### config.mk
export PLATFORM = sky130hd
export DESIGN_NAME = param_counter_shift_reg
export DESIGN_NICKNAME = d
export VERILOG_FILES = /design/src/rtl/param_counter_shift_reg.sv
export SDC_FILE = /design/constraint.sdc
export NUM_CORES = 1
export LEC_CHECK = 0
export BUFFER_PORTS_ARGS = -buffer_cell sky130_fd_sc_hd__clkbuf_2
export CAP_MARGIN = 30
export CORE_ASPECT_RATIO = 0.9
export CORE_UTILIZATION = 46
export CTS_CLUSTER_DIAMETER = 80
export DETAILED_ROUTE_END_ITERATION = 8
export HOLD_SLACK_MARGIN = 0.08
export MAX_ROUTING_LAYER = met4
export PLACE_DENSITY = 0.86
export SLEW_MARGIN = 10
export SYNTH_ARGS = -nofsm -noshare
export SYNTH_HDL_FRONTEND = slang
export SYNTH_SLANG_ARGS = --single-unit
### constraint.sdc
create_clock -name clk -period 1.8 [get_ports clk]
set_clock_uncertainty 0.2 [all_clocks]
set_input_delay 0.09 -clock clk [delete_from_list [all_inputs] [get_ports clk]]
set_output_delay 0.09 -clock clk [all_outputs]
set_load 0.005 [all_outputs]
### src/rtl/param_counter_shift_reg.sv
// Serial-in shift register with a frame bit counter: every FRAME_LEN counted
// edges the (next-state) shift contents are captured into frameOut with a pulse.
module param_counter_shift_reg #(
    parameter int DATA_W    = 8,
    parameter int CNT_W     = 3,
    parameter int FRAME_LEN = 8,
    parameter bit MSB_FIRST = 1'b1
) (
    input  logic              clk,
    input  logic              rst,
    input  logic              serIn,
    input  logic              iz0,
    input  logic              cen,
    input  logic              shen,
    output logic              co,
    output logic [DATA_W-1:0] parOut,
    output logic [DATA_W-1:0] frameOut,
    output logic              frameValid,
    output logic [CNT_W-1:0]  cnt
);

    if (DATA_W < 2) begin : g_bad_data_w
        $fatal(1, "param_counter_shift_reg: DATA_W must be >= 2");
    end
    if (CNT_W < 1) begin : g_bad_cnt_w
        $fatal(1, "param_counter_shift_reg: CNT_W must be >= 1");
    end
    if (FRAME_LEN < 1 || FRAME_LEN > (1 << CNT_W)) begin : g_bad_frame_len
        $fatal(1, "param_counter_shift_reg: FRAME_LEN must be in 1..2**CNT_W");
    end

    localparam logic [CNT_W-1:0] LAST = CNT_W'(FRAME_LEN - 1);

    logic [DATA_W-1:0] par_q,   par_d;
    logic [DATA_W-1:0] frame_q, frame_d;
    logic [CNT_W-1:0]  cnt_q,   cnt_d;
    logic              fv_q,    fv_d;
    logic              co_w;

    // Terminal count is suppressed by iz0 and rst so neither can launch a capture.
    assign co_w = cen & (cnt_q == LAST) & ~iz0 & ~rst;

    always_comb begin
        par_d   = par_q;
        cnt_d   = cnt_q;
        frame_d = frame_q;
        fv_d    = co_w;

        if (shen) begin
            if (MSB_FIRST) par_d = {par_q[DATA_W-2:0], serIn};
            else           par_d = {serIn, par_q[DATA_W-1:1]};
        end

        if (iz0)
            cnt_d = '0;
        else if (cen)
            cnt_d = (cnt_q == LAST) ? '0 : cnt_q + CNT_W'(1);

        // Capture includes the bit shifted on this same edge.
        if (co_w)
            frame_d = par_d;
    end

    always_ff @(posedge clk) begin
        if (rst) begin
            par_q   <= '0;
            frame_q <= '0;
            cnt_q   <= '0;
            fv_q    <= 1'b0;
        end else begin
            par_q   <= par_d;
            frame_q <= frame_d;
            cnt_q   <= cnt_d;
            fv_q    <= fv_d;
        end
    end

    assign co         = co_w;
    assign parOut     = par_q;
    assign frameOut   = frame_q;
    assign frameValid = fv_q;
    assign cnt        = cnt_q;

endmodule

==> summary.txt <==
CTS buffer count: 3
clock buffer depth: 2
first drt pass iteration count: 2
Final #Nets: 112
Detailed Place HPWL: 966 µm
CTS tree: yes
CP startpoint kind: flop
starting DRC count in detailed routing: 1
drc violations: 0
power per cell area: 730 nW/µm²
Worst Path Required: 1780 ps
final WL: 1.42 mm
Initial Utilization: 0.510
hold slack: 280 ps
Final WS setup: 138 ps
Worst Tran Pin Value: 224 ps
leakage: 0.554 nW
GRT Total Usage: 0.186
Antenna Nets Post-Route: 0
maxcap violations: 0
final setup TNS: 0 ps
Synth Area per Inst: 11.2 µm²
syn_nets: 76
CTS root buf: clkbuf_4
crit-path max FO: 4
Cells after Synth: 68
# IOs: 27
Final min period: 1660 ps
Max-slew headroom: 0.847
Setup violations, final: 0
gp weighted congestion: 0.728
Synth area leader: dfxtp_1
diodes inserted: 0
H-tree depth: 1
Synth area leaders: dfxtp_1 (52%), mux2i_1 (24%), nand2b_1 (7.4%), nor2_1 (3.9%), ha_1 (3.3%)
initial antenna violation count: 0
Worst R2R Setup Slack: 140 ps
Worst setup EP type: flop
pin count of the biggest net entering global routing: 20
cell area after synthesis: 763 µm²
Die H: 40.6 µm
Worst Setup Path Type: flop to flop
Avg WL per Cell: 11.3 µm
Layout Utilization: 0.684
Worst-Skew Late Latency: 290 ps
clock tree sinks: 20
synthesis-to-layout area growth: 34.1%
count of cell types in the netlist: 13
Synth Warn #: 0
status: finished clean
Place WS: 270 ps
Port Buffer Count: 26
via count of the first global-routing pass: 536
sequential area share after synthesis: 0.525
Pins Over Slew Limit: 0
VDD IR max: 721 µV
Worst-path clk slew: 110 ps
GRT overflow: 0
first-pass GRT wire length: 2.26 mm
Max Fclk: 602 MHz
Final Hold Viols: 0
RSZ-0062 raised after global routing: no
die area: 1830 µm²
synthesis-stage register bit count: 20
worst reg-to-reg path cell count: 4
vias: 582
area share of the largest cell type after synthesis: 0.525
hold crit path type: flop to flop
vias per cell: 4.66
die width: 44.9 µm
core region area: 1500 µm²
row count: 13
ratio of final minimum period to clock period: 0.923
Fillers: 134
hold path depth: 2
Pwr Total: 0.000747 W
share of cells above drive strength 1: 0.340
Critical Path AT: 1640 ps
-- synth_stat cells --
cell / number
a211oi_2: 1
buf_2: 2
buf_4: 1
clkbuf_1: 1
dfxtp_1: 20
ha_1: 2
inv_1: 2
mux2i_1: 18
nand2b_1: 9
nand4bb_1: 1
nor2_1: 8
nor3_1: 2
or3b_1: 1
-- where the power goes --
group	internal, W	leakage (nW)	switching, W
Combinational	0.0000277	0.372	0.0000215
Sequential	0.000447	0.162	0.00000353
Clock	0.000123	0.0210	0.000125
Total	0.000597	0.554	0.000150
-- layout make-up --
cell class	count	area [µm²]	share of cell area
Tap cell	22	27.5	0.0269
Sequential cell	20	402	0.392
Timing Repair Buffer	35	216	0.211
Inverter	2	7.51	0.00733
Multi-Input combinational cell	42	334	0.326
Clock buffer	4	36.3	0.0355
-- cells by family after synthesis --
kind of cell	synth area share
buffers and inverters	0.0377
adders and majority gates	0.0328
DFF	0.525
muxes	0.236
and+or+nand+nor	0.152
AOI/OAI and AO/OA	0.0164
-- per-layer routing --
metal,GRT usage,share of wire,vias to the layer above
met2,0.297,0.49,15
li1,-,-,299
met5,-,0,-
met3,0.0529,0.037,2
met4,0.0682,0.0092,0
met1,0.227,0.46,266
-- cell usage in the layout, fill, tap and decap left out --
cell type,instances
clkbuf_2,26
nand2b_1,9
nor3_1,2
dfxtp_1,19
clkbuf_4,3
nor2_1,8
a211oi_2,1
inv_1,2
or3b_1,1
buf_6,1
nand4bb_1,1
buf_4,2
clkbuf_8,1
dfxtp_2,1
mux2i_1,18
ha_1,2
dlygate4sd3_1,6
-- critical path, cell delays in order, from the launching register on --
cell and delay, ps:
dfxtp_2 350, ha_1 280, mux2i_1 130, nor3_1 60, dlygate4sd3_1 550
-- flip-flops by register name, indices dropped and copies added, names as in the netlist --
| register | cells |
|---|---|
| frameOut | 8 |
| frameValid | 1 |
| parOut | 8 |
| cnt | 3 |
-- worst paths after layout --
path                                               start                        to
worst max-delay path                 cnt[0]$_SDFFE_PP0P_       cnt[1]$_SDFFE_PP0P_
worst min-delay path            frameOut[3]$_SDFFE_PP0P_  frameOut[3]$_SDFFE_PP0P_
worst min register to register  frameOut[3]$_SDFFE_PP0P_  frameOut[3]$_SDFFE_PP0P_
worst max register to register       cnt[0]$_SDFFE_PP0P_       cnt[1]$_SDFFE_PP0P_
-- metrics by stage --
stage                     instance area (µm²)  instances
after floorplan                           763         68
after global placement                    915        114
after detailed placement                  915        114
after CTS                                1010        124
after global routing                     1020        125
final                                    1020        125
-- repair_timing --
item | in CTS | in global routing
endpoints found under the hold margin | 12 | 0
endpoints found under the setup margin | 0 | 1
buffers inserted | 0 | 1
gates resized for setup | 0 | 2
hold buffers | 6 | 0
Note: power is estimated with default switching activity, not from simulation.
